**src/rtl/float2ieee_conv.sv**
```systemverilog
// float2ieee_conv: widens a reduced float {s, e[Ne-1:0], m[Nm-1:0]} to an
// IEEE-754 single. Normals, zeros, infinities and NaNs finish in one cycle.
// Subnormals are renormalised one bit per cycle in NORM.
// Optional macro FLOAT2IEEE_NAN_CANON_EN: every NaN leaves as the canonical
// quiet NaN with its sign kept. Without it the NaN payload is widened.
`timescale 1ns/1ps
module float2ieee_conv #(
  parameter int Ne = 8,
  parameter int Nm = 23
) (
  input  logic           clk,
  input  logic           reset_n,
  input  logic           in_valid,
  output logic           in_ready,
  input  logic [Ne+Nm:0] in_data,
  output logic           out_valid,
  input  logic           out_ready,
  output logic [31:0]    out_data,
  output logic [1:0]     out_class,
  output logic           out_subn
);

  localparam int BR = (1 << (Ne - 1)) - 1;        // reduced-format bias
  localparam int SH = 23 - Nm;                    // mantissa alignment
  localparam logic [7:0] SUBN_EXP = 8'(128 - BR); // subnormal starting exponent
  localparam logic [7:0] REBIAS   = 8'(127 - BR);

  typedef enum logic [1:0] {IDLE, NORM, DONE} state_t;

  state_t      state_reg, state_next;
  logic        sign_reg;
  logic [7:0]  exp_reg;
  logic [23:0] mant_reg;   // {hidden, fraction[22:0]}
  logic [1:0]  class_reg;
  logic        subn_reg;

  // Field decode of the offered word
  logic          in_s;
  logic [Ne-1:0] in_e;
  logic [Nm-1:0] in_m;
  logic [22:0]   m_al;
  logic [22:0]   nan_mant;
  logic [7:0]    exp_norm;
  logic          e_max, e_zero, m_zero;

  assign in_s     = in_data[Ne+Nm];
  assign in_e     = in_data[Ne+Nm-1:Nm];
  assign in_m     = in_data[Nm-1:0];
  assign m_al     = 23'(in_m) << SH;
  assign exp_norm = 8'(in_e) + REBIAS;
  assign e_max    = (in_e == {Ne{1'b1}});
  assign e_zero   = (in_e == '0);
  assign m_zero   = (in_m == '0);

`ifdef FLOAT2IEEE_NAN_CANON_EN
  assign nan_mant = 23'h400000;
`else
  assign nan_mant = m_al;
`endif

  // One normalisation step: shift mantissa up, pull exponent down
  logic [23:0] mant_shift;
  logic [7:0]  exp_dec;
  assign mant_shift = {mant_reg[22:0], 1'b0};
  assign exp_dec    = exp_reg - 8'd1;

  // State register
  always_ff @(posedge clk or negedge reset_n) begin
    if (!reset_n) state_reg <= IDLE;
    else          state_reg <= state_next;
  end

  // Next-state logic: subnormals detour through NORM unless already at the floor
  always_comb begin
    state_next = state_reg;
    case (state_reg)
      IDLE: if (in_valid) begin
        if (e_zero && !m_zero && (SUBN_EXP > 8'd1)) state_next = NORM;
        else                                        state_next = DONE;
      end
      NORM: if (mant_shift[23] || (exp_dec == 8'd1)) state_next = DONE;
      DONE: if (out_ready) state_next = IDLE;
      default: state_next = IDLE;
    endcase
  end

  // Working registers: loaded on accept, shifted in NORM, frozen in DONE
  always_ff @(posedge clk or negedge reset_n) begin
    if (!reset_n) begin
      sign_reg  <= 1'b0;
      exp_reg   <= 8'd0;
      mant_reg  <= 24'd0;
      class_reg <= 2'd0;
      subn_reg  <= 1'b0;
    end else begin
      case (state_reg)
        IDLE: if (in_valid) begin
          sign_reg <= in_s;
          subn_reg <= 1'b0;
          if (e_max) begin
            exp_reg   <= 8'hFF;
            mant_reg  <= m_zero ? 24'd0 : {1'b0, nan_mant};
            class_reg <= m_zero ? 2'd2 : 2'd3;
          end else if (e_zero) begin
            exp_reg   <= m_zero ? 8'd0 : SUBN_EXP;
            mant_reg  <= {1'b0, m_al};
            class_reg <= m_zero ? 2'd1 : 2'd0;
            subn_reg  <= !m_zero;
          end else begin
            exp_reg   <= exp_norm;
            mant_reg  <= {1'b1, m_al};
            class_reg <= 2'd0;
          end
        end
        NORM: begin
          mant_reg <= mant_shift;
          exp_reg  <= exp_dec;
        end
        default: ;
      endcase
    end
  end

  // A subnormal that never reached a hidden 1 stays an IEEE subnormal (e=0)
  logic [7:0] out_exp;
  assign out_exp   = (subn_reg && !mant_reg[23]) ? 8'd0 : exp_reg;
  assign out_data  = {sign_reg, out_exp, mant_reg[22:0]};
  assign out_class = class_reg;
  assign out_subn  = subn_reg;
  assign in_ready  = (state_reg == IDLE);
  assign out_valid = (state_reg == DONE);

endmodule

```
**config.mk**
```make
export PLATFORM = sky130hd
export DESIGN_NAME = float2ieee_conv
export DESIGN_NICKNAME = d
export VERILOG_FILES = /design/src/rtl/float2ieee_conv.sv
export SDC_FILE = /design/constraint.sdc
export NUM_CORES = 1
export LEC_CHECK = 0
export CORE_ASPECT_RATIO = 0.7
export CORE_MARGIN = 8
export CORE_UTILIZATION = 40
export CTS_CLUSTER_SIZE = 25
export DETAILED_ROUTE_END_ITERATION = 10
export DONT_BUFFER_PORTS = 1
export PLACE_DENSITY_LB_ADDON = 0.15
export SKIP_CTS_REPAIR_TIMING = 1
export SYNTH_ARGS = -nofsm -noshare
export SYNTH_HDL_FRONTEND = slang
export SYNTH_SLANG_ARGS = --single-unit
export TNS_END_PERCENT = 5
```
**constraint.sdc**
```tcl
create_clock -name clk -period 1.6 [get_ports clk]
set_clock_uncertainty 0.05 [all_clocks]
set_input_delay 0.32 -clock clk [delete_from_list [all_inputs] [get_ports clk]]
set_output_delay 0.32 -clock clk [all_outputs]
set_load 0.05 [all_outputs]
```
==> qor_table.md, run 1 <==
| Step | Metric | Reported |
| --- | --- | --- |
| outcome | Status | finished clean |
| yosys | Portion of the post-synthesis area used by sequential elements | 53.5% |
| global routing | First-pass GRT wire length | 6710 um |
| global routing | Initial antenna violation count | 0 |
| critical path | Instance count on the critical path | 3 |
| power | Worst IR drop on VDD | 0.735 mV |
| critical path | Worst setup path startpoint | mant_reg[23]$_DFFE_PN0P_ |
| drt | Final routed wirelength across all metal layers | 4170 um |
| yosys | Post-synthesis share of cell area spent on and, or, nand and nor gates | 32.1% |
| finish | Layout fillers | 419 |
| clock network | Deepest clock path buffer count | 2 |
| power | Part of the power in registers | 55.5% |
| finish | Flip-flop count of the largest register after layout | 24 |
| drt | Final routed DRC violation total | 0 |
| floorplan | Row Count | 20 |
| power | Leakage dissipation | 0.976 nW |
| critical path | Max stage delay cell, worst path | dfrtp_1 |
| clock network | Root cell of the clock tree | clkbuf_8 |
| placed design | Global placer's final weighted congestion | 0.767 |
| clock network | Htree depth | 2 |
| yosys | Gate Count Post-Synth | 204 |
| power | Switching part of the total power | 42.2% |
| timing | Setup violation total in the final timing report | 0 |
| finish | Post-route insts no fill | 254 |
| yosys | Proportion of netlist area held by the largest area contributor | 53.5% |
| yosys | Compound-gate portion of the synthesized area | 2.02% |
| critical path | Crit-path cells | nand2b_4 > and2_1 > buf_12 |
| critical path | Worst-case register-to-register setup slack | 290 ps |
| timing | Crit share post-route | 98.2% |
| drt | Drt pass-1 iters | 4 |
| placed design | Count of port buffers added during placement | 0 |
| critical path | Worst reg2reg endpoint | out_class[0]$_DFFE_PN0P_ |
| drt | Post-detailed-route count of antenna-violating nets | 0 |
| critical path | Nature of the critical path startpoint | flip-flop |
| finish | Sequential cell area | 927 sq um |
| timing | Worst slew pin tran | 530 ps |
| clock network | Clock tree from TritonCTS | built |
| hold path | Worst hold-check path type | in -> reg |
| finish | Final instance area | 1960 sq um |
| floorplan | Area of the placeable core | 4250 sq um |
| critical path | Endpoint type of the worst setup path | output port |
| drt | Total via count after detailed routing | 1,248 |
| power | Part of the total power dissipated in the clock network | 20.9% |
| drt | Violation count after the first detailed-routing iteration | 44 |
| clock network | Register clock-pin slew on the reported worst setup and hold paths | 70 ps |
| yosys | Count leader, synth | nand2_1 |
| critical path | Worst Path Buf+Inv | 1 |
| power | Reported net switching power | 1.28 mW |
| clock network | CTS Sinks | 37 |
| floorplan | Boundary Pins | 73 |
| yosys | Mapped cell area | 1730 sq um |
| yosys | Area share of xor/xnor cells in the synthesized design | 0% |
| placed design | Standard cell area after detailed placement | 1830 sq um |
| yosys | Top cells by instance count after synthesis | nand2_1 (101), dfrtp_1 (37), buf_4 (24) |
| finish | Ratio of cells with drive above 1 in the final layout | 17.1% |
| yosys | Average footprint of a synthesized cell | 8.48 sq um |
| timing | Slew headroom | 64.7% |
| critical path | Data arrival time of the critical path | 1200 ps |
| yosys | YS warnings | 0 |
| placed design | Half-perimeter wire length after detailed placement | 3300 um |
| finish | Layout Utilization | 46.1% |
| yosys | Number of distinct standard cells referenced by the synthesized netlist | 20 |
| global routing | Number of global-route vias before repair | 1,337 |
| yosys | Synth area leader | dfrtp_1 |
| yosys | Largest cells by area after synthesis | dfrtp_1 (54%), nand2_1 (22%), buf_4 (10%), and2_1 (2.9%), nor4_1 (1.8%) |
| finish | Net count of the finished layout | 235 |
| finish | Antenna cell count | 0 |
| global routing | Remaining Overflow, GRT | 0 |
| timing | Max frequency | 637 MHz |
| finish | Multi-input logic area | 606 sq um |
| floorplan | Starting Density | 40.7% |
| power | P per Cell Area | 1540 nW/um^2 |
| finish | Area growth from synthesis to layout | 13.3% |
| yosys | Share of cell area taken by muxes after synthesis | 0% |
| timing | Setup repair after global routing missed its margin | yes |
| yosys | Mapped Nets | 240 |
| power | Pint | 1.75 mW |
| yosys | Share of async-settable or async-resettable flops after synthesis | 100% |
| yosys | Main combinational cell family by area after synthesis | simple AND/OR/NAND/NOR gates |
| floorplan | Vertical die dimension | 71.0 um |
| critical path | Worst setup path end | out_data[30] |
| critical path | Maximum fanout along the worst path | 8 |
| yosys | Commonest register cell after synthesis | dfrtp_1 |
| floorplan | Die footprint | 6720 sq um |
| placed design | Placed Instances | 245 |
| timing | Post-route minimum period | 1570 ps |
| yosys | Yosys reg bits | 37 |
| run | Maximum Capacitance Violations | 0 |
| critical path | Number of cells on the worst reg-to-reg path | 4 |
| timing | Final slew viol count | 0 |
| drt | DR WL/cell | 16.4 um |
| clock network | Total CTS buffers | 5 |
| clock network | Worst-Skew Late Latency | 270 ps |
| global routing | Largest net degree at the start of global routing | 38 |
| critical path | Slowest cell delay on critical path | 390 ps |
| timing | Final hold vios | 0 |
| drt | Routed via count divided by cell count | 4.91 |
| critical path | Critical path class | reg -> out |
| power | Combinational cell fraction of total power | 23.5% |
| yosys | Adder and majority cell fraction of the synthesized area | 0% |
| yosys | Count of flip-flops with a built-in enable after synthesis | 0 |
| global routing | Combined global-route utilization of all metal layers | 12.6% |
| critical path | Beginning of the worst register-to-register path | state_reg[1]$_DFFE_PN0P_ |
| critical path | Kind of cell with the highest combined delay on the critical path | flip-flops |
| floorplan | Horizontal die dimension | 94.6 um |
| critical path | Data required, critical path | 1230 ps |
-- layout by cell type (no fill, tap or decap) --
master,n
o211ai_1,1
or4b_1,1
nand2_1,100
buf_12,9
dlygate4sd3_1,1
nor4_1,5
or4_4,2
and2_4,1
o31ai_1,1
nand2_2,1
nor2_1,4
nand2b_4,1
a21oi_1,1
dfrtp_1,36
clkbuf_1,1
o21ai_1,3
and2_1,7
clkbuf_8,6
nor2b_2,1
clkinvlp_4,1
nand4_1,3
nor2_4,1
buf_4,10
dfrtp_2,1
nor3_1,1
-- per-layer routing --
| layer | vias up | share of wire (%) | track usage, % |
|---|---|---|---|
| met5 | - | 0 | 0 |
| met4 | 0 | 0.81 | 3.62 |
| met3 | 5 | 11 | 6.45 |
| met2 | 40 | 47 | 19.7 |
| met1 | 599 | 41 | 14.9 |
| li1 | 604 | - | - |
-- power groups by stage --
stage	logic [mW]	registers [mW]	clock network, mW
2_1_floorplan	1.05	1.21	0
3_5_place_dp	0.689	1.70	0
4_1_cts	0.689	1.68	0.667
5_1_grt	0.774	1.70	0.703
3_3_place_gp	0.673	1.70	0
6_report	0.711	1.68	0.632
-- worst reg2reg max path: stages, from the launching register on --
cell,delay (ps)
dfrtp_2,440
clkinvlp_4,80
nand2_2,70
or4b_1,510
o211ai_1,90
-- per-stage QoR --
| stage | power [mW] | setup TNS (ps) | setup slack (ps) | hold slack [ps] |
|---|---|---|---|---|
| 2_1_floorplan | 2.26 | -12.0 | -10.0 | -25.6 |
| 3_3_place_gp | 2.37 | -219 | -150 | -24.6 |
| 3_5_place_dp | 2.39 | -137 | -137 | -24.6 |
| 4_1_cts | 3.04 | -707 | -91.1 | -335 |
| 5_1_grt | 3.18 | -155 | -28.2 | 55.3 |
| 6_report | 3.02 | 0 | 29.2 | 73.3 |
-- kinds of logic after synthesis --
logic type / after synthesis
flip-flops: 37
buffers and inverters: 33
AND/OR/NAND/NOR: 128
AO/OA/AOI/OAI: 6
-- worst min-delay path by stage --
stage	start	to	cells past startpoint
final	out_ready	state_reg[1]$_DFFE_PN0P_	1
after detailed placement	reset_n	mant_reg[18]$_DFFE_PN0P_	0
after global placement	reset_n	mant_reg[20]$_DFFE_PN0P_	0
after global routing	out_ready	state_reg[1]$_DFFE_PN0P_	1
after floorplan	reset_n	exp_reg[0]$_DFFE_PN0P_	0
after CTS	reset_n	mant_reg[18]$_DFFE_PN0P_	0
-- cell type report --
class	instances	share of cell area, %
tap	55	3.51
inverter	1	0.383
sequential	37	47.3
timing repair buffer	20	13.5
multi-input combinational	134	30.9
clock buffer	7	4.40
No activity file was read; power rests on OpenSTA's default activity.
==> inputs of run 2 (changes only) <==
--- a/config.mk
+++ b/config.mk
@@ -5,7 +5,7 @@
 export SDC_FILE = /design/constraint.sdc
 export NUM_CORES = 1
 export LEC_CHECK = 0
-export CORE_ASPECT_RATIO = 0.7
+export CORE_ASPECT_RATIO = 1.5
 export CORE_MARGIN = 8
 export CORE_UTILIZATION = 40
 export CTS_CLUSTER_SIZE = 25
==> constraint.sdc (replaced) <==
create_clock -name clk -period 1.6 [get_ports clk]
set_clock_uncertainty 0.05 [all_clocks]
set_input_delay 0.16 -clock clk [delete_from_list [all_inputs] [get_ports clk]]
set_output_delay 0.16 -clock clk [all_outputs]
set_load 0.05 [all_outputs]
==> qor_table.md, run 2 (synthesized netlist as in run 1, its figures left out) <==
| Step | Metric | Reported | vs previous |
| --- | --- | --- | --- |
| clock network | Htree depth | 2 | unchanged |
| floorplan | Boundary Pins | 73 | unchanged |
| power | Part of the power in registers | 54.5% | -1.0 points |
| critical path | Slowest cell delay on critical path | 370 ps | -20 ps |
| critical path | Endpoint type of the worst setup path | output port |  |
| timing | Total negative setup slack | 0 ps | unchanged |
| timing | Setup violation total in the final timing report | 0 | unchanged |
| timing | Final slew viol count | 0 | unchanged |
| floorplan | Vertical die dimension | 96.6 um | +36% |
| timing | Max frequency | 677 MHz | +6.4% |
| hold path | Origin of the worst min-delay path | in_data[23] |  |
| timing | Fin Hold WS | 47.9 ps | -25.4 ps |
| placed design | Standard cell area after detailed placement | 1830 sq um | -0.48% |
| critical path | Max stage delay cell, worst path | dfrtp_1 |  |
| placed design | Half-perimeter wire length after detailed placement | 3010 um | -8.6% |
| finish | Flip-flop count of the largest register after layout | 24 | unchanged |
| placed design | Count of port buffers added during placement | 0 | unchanged |
| critical path | Nature of the critical path startpoint | flip-flop |  |
| outcome | Status | finished clean |  |
| timing | Worst slew pin tran | 491 ps | -38.6 ps |
| placed design | Placed Instances | 233 | -4.9% |
| critical path | Data required, critical path | 1390 ps | +160 ps |
| hold path | Hold path endpoint | exp_reg[0]$_DFFE_PN0P_ |  |
| finish | Commonest non-fill, non-tap cells in the layout | nand2_1 (100), dfrtp_1 (36), dlygate4sd3_1 (33), buf_12 (11), and2_1 (8) |  |
| hold path | Instance count along the most critical hold path | 2 | +1 |
| global routing | Remaining Overflow, GRT | 0 | unchanged |
| floorplan | Starting Density | 41.1% | +0.44 points |
| global routing | Initial antenna violation count | 0 | unchanged |
| timing | Slew headroom | 67.3% | +2.6 points |
| critical path | Worst Path Buf+Inv | 1 | unchanged |
| critical path | Maximum fanout along the worst path | 8 | unchanged |
| power | Combinational cell fraction of total power | 25.5% | +2.0 points |
| drt | DR WL/cell | 16.1 um | -1.9% |
| global routing | Number of global-route vias before repair | 1,227 | -8.2% |
| power | Reported net switching power | 1.31 mW | +2.6% |
| floorplan | Row Count | 29 | +45% |
| clock network | Deepest clock path buffer count | 2 | unchanged |
| run | Maximum Capacitance Violations | 0 | unchanged |
| drt | Post-detailed-route count of antenna-violating nets | 0 | unchanged |
| timing | Post-route minimum period | 1480 ps | -94.6 ps |
| critical path | Worst-case register-to-register setup slack | 280 ps | about the same |
| finish | Commonest non-fill, non-tap cell in the layout | nand2_1 |  |
| drt | Drt pass-1 iters | 4 | unchanged |
| finish | Ratio of cells with drive above 1 in the final layout | 13.5% | -3.5 points |
| placed design | Worst setup slack after placement | 68.1 ps | +205 ps |
| hold path | Worst hold-check path type | in -> reg |  |
| critical path | Data arrival time of the critical path | 1270 ps | +70 ps |
| power | P per Cell Area | 1360 nW/um^2 | -12% |
| critical path | Critical path class | reg -> out |  |
| power | Leakage dissipation | 1.10 nW | +12% |
| finish | Layout Utilization | 53.7% | +7.6 points |
| drt | Final routed wirelength across all metal layers | 4430 um | +6.3% |
| finish | Net count of the finished layout | 264 | +12% |
| finish | Final instance area | 2260 sq um | +15% |
| timing | Crit share post-route | 92.3% | -5.9 points |
| clock network | Register clock-pin slew on the reported worst setup and hold paths | 70 ps | about the same |
| clock network | Worst-Skew Late Latency | 280 ps | about the same |
| power | Pint | 1.76 mW | +0.48% |
| drt | Violation count after the first detailed-routing iteration | 43 | -2.3% |
| global routing | First-pass GRT wire length | 6180 um | -7.9% |
| timing | Crit path setup slack, layout | 124 ps | +94.6 ps |
| drt | Routed via count divided by cell count | 5.01 | +1.9% |
| timing | Final hold vios | 0 | unchanged |
| timing | Setup repair after global routing missed its margin | no |  |
| finish | Layout fillers | 385 | -8.1% |
| critical path | Beginning of the worst register-to-register path | state_reg[1]$_DFFE_PN0P_ |  |
| critical path | Kind of cell with the highest combined delay on the critical path | simple AND/OR/NAND/NOR gates |  |
| clock network | Total CTS buffers | 5 | unchanged |
| power | Part of the total power dissipated in the clock network | 20.0% | -0.9 points |
| critical path | Worst reg2reg endpoint | out_class[0]$_DFFE_PN0P_ |  |
| finish | Antenna cell count | 0 | unchanged |
| drt | Total via count after detailed routing | 1,377 | +10% |
| finish | Area growth from synthesis to layout | 30.7% |  |
| global routing | Largest net degree at the start of global routing | 40 | +5.3% |
| floorplan | Area of the placeable core | 4210 sq um | -1.1% |
| critical path | Crit-path cells | nand2b_2 > and2_1 > buf_12 |  |
| critical path | Instance count on the critical path | 3 | unchanged |
| global routing | Combined global-route utilization of all metal layers | 11.7% | -0.94 points |
| clock network | Clock tree from TritonCTS | built |  |
| critical path | Number of cells on the worst reg-to-reg path | 4 | unchanged |
| clock network | CTS Sinks | 37 | unchanged |
| floorplan | Horizontal die dimension | 69.7 um | -26% |
| power | Worst IR drop on VDD | 1.05 mV | +43% |
| finish | Post-route insts no fill | 275 | +8.3% |
| power | Power consumption | 3.06 mW | +1.4% |
| placed design | Global placer's final weighted congestion | 0.879 | +15% |
| floorplan | Die footprint | 6730 sq um | +0.15% |
| drt | Final routed DRC violation total | 0 | unchanged |
| clock network | Root cell of the clock tree | clkbuf_8 |  |
| power | Switching part of the total power | 42.7% | +0.51 points |
[run 2: cell count changes in the layout (fill, tap and decap cells not counted), sizes merged]
cell | previous run | this run
buf | 19 | 16
dlygate4sd3 | 1 | 33
clkbuf | 7 | 6
clkinv | 0 | 2
[run 2: how the worst max path moves through the flow]
stage / from / end / slack, ps
2_1_floorplan: state_reg[1]$_DFFE_PN0P_ / out_class[0]$_DFFE_PN0P_ / -4
3_3_place_gp: in_data[27] / out_class[0]$_DFFE_PN0P_ / 110
3_5_place_dp: in_data[2] / out_class[0]$_DFFE_PN0P_ / 70
4_1_cts: mant_reg[23]$_DFFE_PN0P_ / out_data[25] / 50
5_1_grt: mant_reg[23]$_DFFE_PN0P_ / out_data[25] / 40
6_report: mant_reg[23]$_DFFE_PN0P_ / out_data[25] / 120
[run 2: layer usage]
layer	GRT usage (%)	routed length (um)
met1	12.3	1640
met2	20.0	2330
met3	5.73	408
met4	4.54	54
met5	0	0
[run 2: power groups by stage]
| stage | clock network, mW | registers (mW) | logic, mW |
|---|---|---|---|
| 6_report | 0.612 | 1.67 | 0.782 |
| 4_1_cts | 0.641 | 1.67 | 0.698 |
| 5_1_grt | 0.689 | 1.69 | 0.838 |
| 3_3_place_gp | 0 | 1.69 | 0.685 |
| 2_1_floorplan | 0 | 1.21 | 1.05 |
| 3_5_place_dp | 0 | 1.69 | 0.697 |
[run 2: final cells by class]
class	count	area (sq um)	area share (%)
well taps	46	57.6	2.55
multi-input cells	134	598	26.5
clock inverters	2	10.0	0.443
flip-flops and latches	37	927	41.0
inverters	1	7.51	0.332
repair buffers	49	588	26.0
clock buffers	6	72.6	3.21
==> inputs of run 3 (changes only) <==
--- a/config.mk
+++ b/config.mk
@@ -7,7 +7,9 @@
 export LEC_CHECK = 0
 export CORE_ASPECT_RATIO = 1.5
 export CORE_MARGIN = 8
-export CORE_UTILIZATION = 40
+export CORE_UTILIZATION = 30
+export CTS_BUF_LIST = sky130_fd_sc_hd__clkbuf_8
+export CTS_CLUSTER_DIAMETER = 50
 export CTS_CLUSTER_SIZE = 25
 export DETAILED_ROUTE_END_ITERATION = 10
 export DONT_BUFFER_PORTS = 1
==> qor_table.md, run 3 (synthesized netlist as in run 1, its figures left out) <==
| Step | Metric | Reported | vs previous |
| --- | --- | --- | --- |
| timing | Slew headroom | 66.9% | -0.36 points |
| outcome | Status | finished clean |  |
| timing | Setup violation total in the final timing report | 0 | unchanged |
| critical path | Data arrival time of the critical path | 1280 ps | about the same |
| clock network | Total CTS buffers | 5 | unchanged |
| global routing | Number of global-route vias before repair | 1,324 | +7.9% |
| drt | Routed via count divided by cell count | 4.49 | -10% |
| drt | DR WL/cell | 16.6 um | +2.9% |
| critical path | Worst setup path end | out_data[28] |  |
| finish | Area growth from synthesis to layout | 32.9% |  |
| critical path | Nature of the critical path startpoint | flip-flop |  |
| finish | Commonest non-fill, non-tap cells in the layout | nand2_1 (100), dfrtp_1 (36), dlygate4sd3_1 (33), buf_12 (9), and2_1 (8) |  |
| power | Pint | 1.79 mW | +1.9% |
| clock network | Register clock-pin slew on the reported worst setup and hold paths | 70 ps | about the same |
| critical path | Worst setup path startpoint | mant_reg[23]$_DFFE_PN0P_ |  |
| timing | Max frequency | 669 MHz | -1.2% |
| timing | Post-route minimum period | 1490 ps | +17.5 ps |
| power | Leakage dissipation | 1.10 nW | +0.53% |
| finish | Antenna cell count | 0 | unchanged |
| global routing | First-pass GRT wire length | 7450 um | +21% |
| critical path | Number of cells on the worst reg-to-reg path | 5 | +1 |
| power | Combinational cell fraction of total power | 25.3% | -0.2 points |
| hold path | Origin of the worst min-delay path | in_data[23] |  |
| critical path | Critical path class | reg -> out |  |
| power | Power consumption | 3.11 mW | +1.4% |
| power | P per Cell Area | 1350 nW/um^2 | -0.32% |
| hold path | Instance count along the most critical hold path | 2 | unchanged |
| critical path | Beginning of the worst register-to-register path | state_reg[1]$_DFFE_PN0P_ |  |
| critical path | Max stage delay cell, worst path | dfrtp_1 |  |
| global routing | Remaining Overflow, GRT | 0 | unchanged |
| timing | Worst slew pin tran | 497 ps | +5.41 ps |
| finish | Layout Utilization | 40.3% | -13 points |
| global routing | Combined global-route utilization of all metal layers | 11.3% | -0.43 points |
| critical path | Maximum fanout along the worst path | 8 | unchanged |
| finish | Commonest non-fill, non-tap cell in the layout | nand2_1 |  |
| floorplan | Starting Density | 30.4% | -11 points |
| drt | Post-detailed-route count of antenna-violating nets | 0 | unchanged |
| placed design | Global placer's final weighted congestion | 0.752 | -15% |
| clock network | CTS Sinks | 37 | unchanged |
| floorplan | Area of the placeable core | 5700 sq um | +35% |
| timing | Total negative setup slack | 0 ps | unchanged |
| power | Part of the power in registers | 53.7% | -0.8 points |
| power | Worst IR drop on VDD | 0.570 mV | -46% |
| placed design | Half-perimeter wire length after detailed placement | 3550 um | +18% |
| finish | Layout fillers | 589 | +53% |
| floorplan | Boundary Pins | 73 | unchanged |
| drt | Total via count after detailed routing | 1,350 | -2.0% |
| placed design | Count of port buffers added during placement | 0 | unchanged |
| finish | Ratio of cells with drive above 1 in the final layout | 13.5% | unchanged |
| critical path | Worst reg2reg endpoint | out_class[0]$_DFFE_PN0P_ |  |
| floorplan | Horizontal die dimension | 78.0 um | +12% |
| critical path | Crit-path cells | nand2b_2 > and2_1 > buf_12 |  |
| clock network | Worst-Skew Late Latency | 280 ps | about the same |
| finish | Net count of the finished layout | 265 | +0.38% |
| drt | Final routed DRC violation total | 0 | unchanged |
| timing | Fin Hold WS | 54.1 ps | +6.27 ps |
| clock network | Clock tree from TritonCTS | built |  |
| drt | Violation count after the first detailed-routing iteration | 71 | +65% |
| run | Maximum Capacitance Violations | 0 | unchanged |
| timing | Final hold vios | 0 | unchanged |
| power | Reported net switching power | 1.32 mW | +0.74% |
| floorplan | Die footprint | 8500 sq um | +26% |
| power | Part of the total power dissipated in the clock network | 21.0% | +1.0 points |
| timing | Setup repair after global routing missed its margin | no |  |
| power | Switching part of the total power | 42.4% | -0.28 points |
| critical path | Data required, critical path | 1390 ps | about the same |
| clock network | Root cell of the clock tree | clkbuf_8 |  |
| timing | Final slew viol count | 0 | unchanged |
| global routing | Largest net degree at the start of global routing | 38 | -5.0% |
| clock network | Htree depth | 2 | unchanged |
| drt | Final routed wirelength across all metal layers | 5000 um | +13% |
| drt | Drt pass-1 iters | 4 | unchanged |
| critical path | Slowest cell delay on critical path | 380 ps | about the same |
| timing | Crit share post-route | 93.4% | +1.1 points |
| critical path | Worst-case register-to-register setup slack | 180 ps | -100 ps |
| hold path | Worst hold-check path type | in -> reg |  |
| finish | Multi-input logic area | 598 sq um | unchanged |
| finish | Sequential cell area | 927 sq um | unchanged |
| floorplan | Row Count | 34 | +17% |
| clock network | Deepest clock path buffer count | 2 | unchanged |
| finish | Flip-flop count of the largest register after layout | 24 | unchanged |
| global routing | Initial antenna violation count | 0 | unchanged |
| floorplan | Vertical die dimension | 109 um | +13% |
| critical path | Endpoint type of the worst setup path | output port |  |
==> run 3: worst min path at each step <==
stage / to / slack, ps
final: exp_reg[0]$_DFFE_PN0P_ / 50
after global routing: exp_reg[0]$_DFFE_PN0P_ / 40
after CTS: mant_reg[19]$_DFFE_PN0P_ / -500
after detailed placement: mant_reg[19]$_DFFE_PN0P_ / -180
after global placement: mant_reg[21]$_DFFE_PN0P_ / -180
after floorplan: exp_reg[0]$_DFFE_PN0P_ / -190
==> run 3: metal layers <==
layer	GRT usage (%)	vias to the layer above	part of all wire (%)
li1	-	665	-
met1	11.2	635	33
met2	20.7	42	58
met3	4.54	8	7.1
met4	3.99	0	1.7
met5	0	-	0
==> run 3: critical path: cells and delay by family (launching register included) <==
kind	cells	cell delay, ps
buf+inv	1	150
simple gates	2	470
flops	1	380
==> run 3: power groups by stage <==
stage,Clock (mW),Sequential (mW),Combinational (mW)
2_1_floorplan,0,1.21,1.05
3_3_place_gp,0,1.69,0.689
3_5_place_dp,0,1.70,0.700
4_1_cts,0.686,1.68,0.701
5_1_grt,0.723,1.70,0.854
6_report,0.654,1.67,0.785
==> run 3: per-stage QoR <==
step                      cells  setup slack (ps)  cell area, sq um
after floorplan             204             -3.64              1760
after global placement      260              67.5              1850
after detailed placement    260              19.6              1850
after CTS                   267              6.08              1940
after global routing        301              30.9              2300
final                       301               106              2300
==> run 3: cell type report <==
cell class                      instances  share of cell area [%]
Sequential cell                        37                    40.3
Multi-Input combinational cell        134                    26.0
Timing Repair Buffer                   50                    25.7
Tap cell                               72                    3.92
Clock buffer                            6                    3.59
Inverter                                1                   0.326
Clock inverter                          1                   0.163
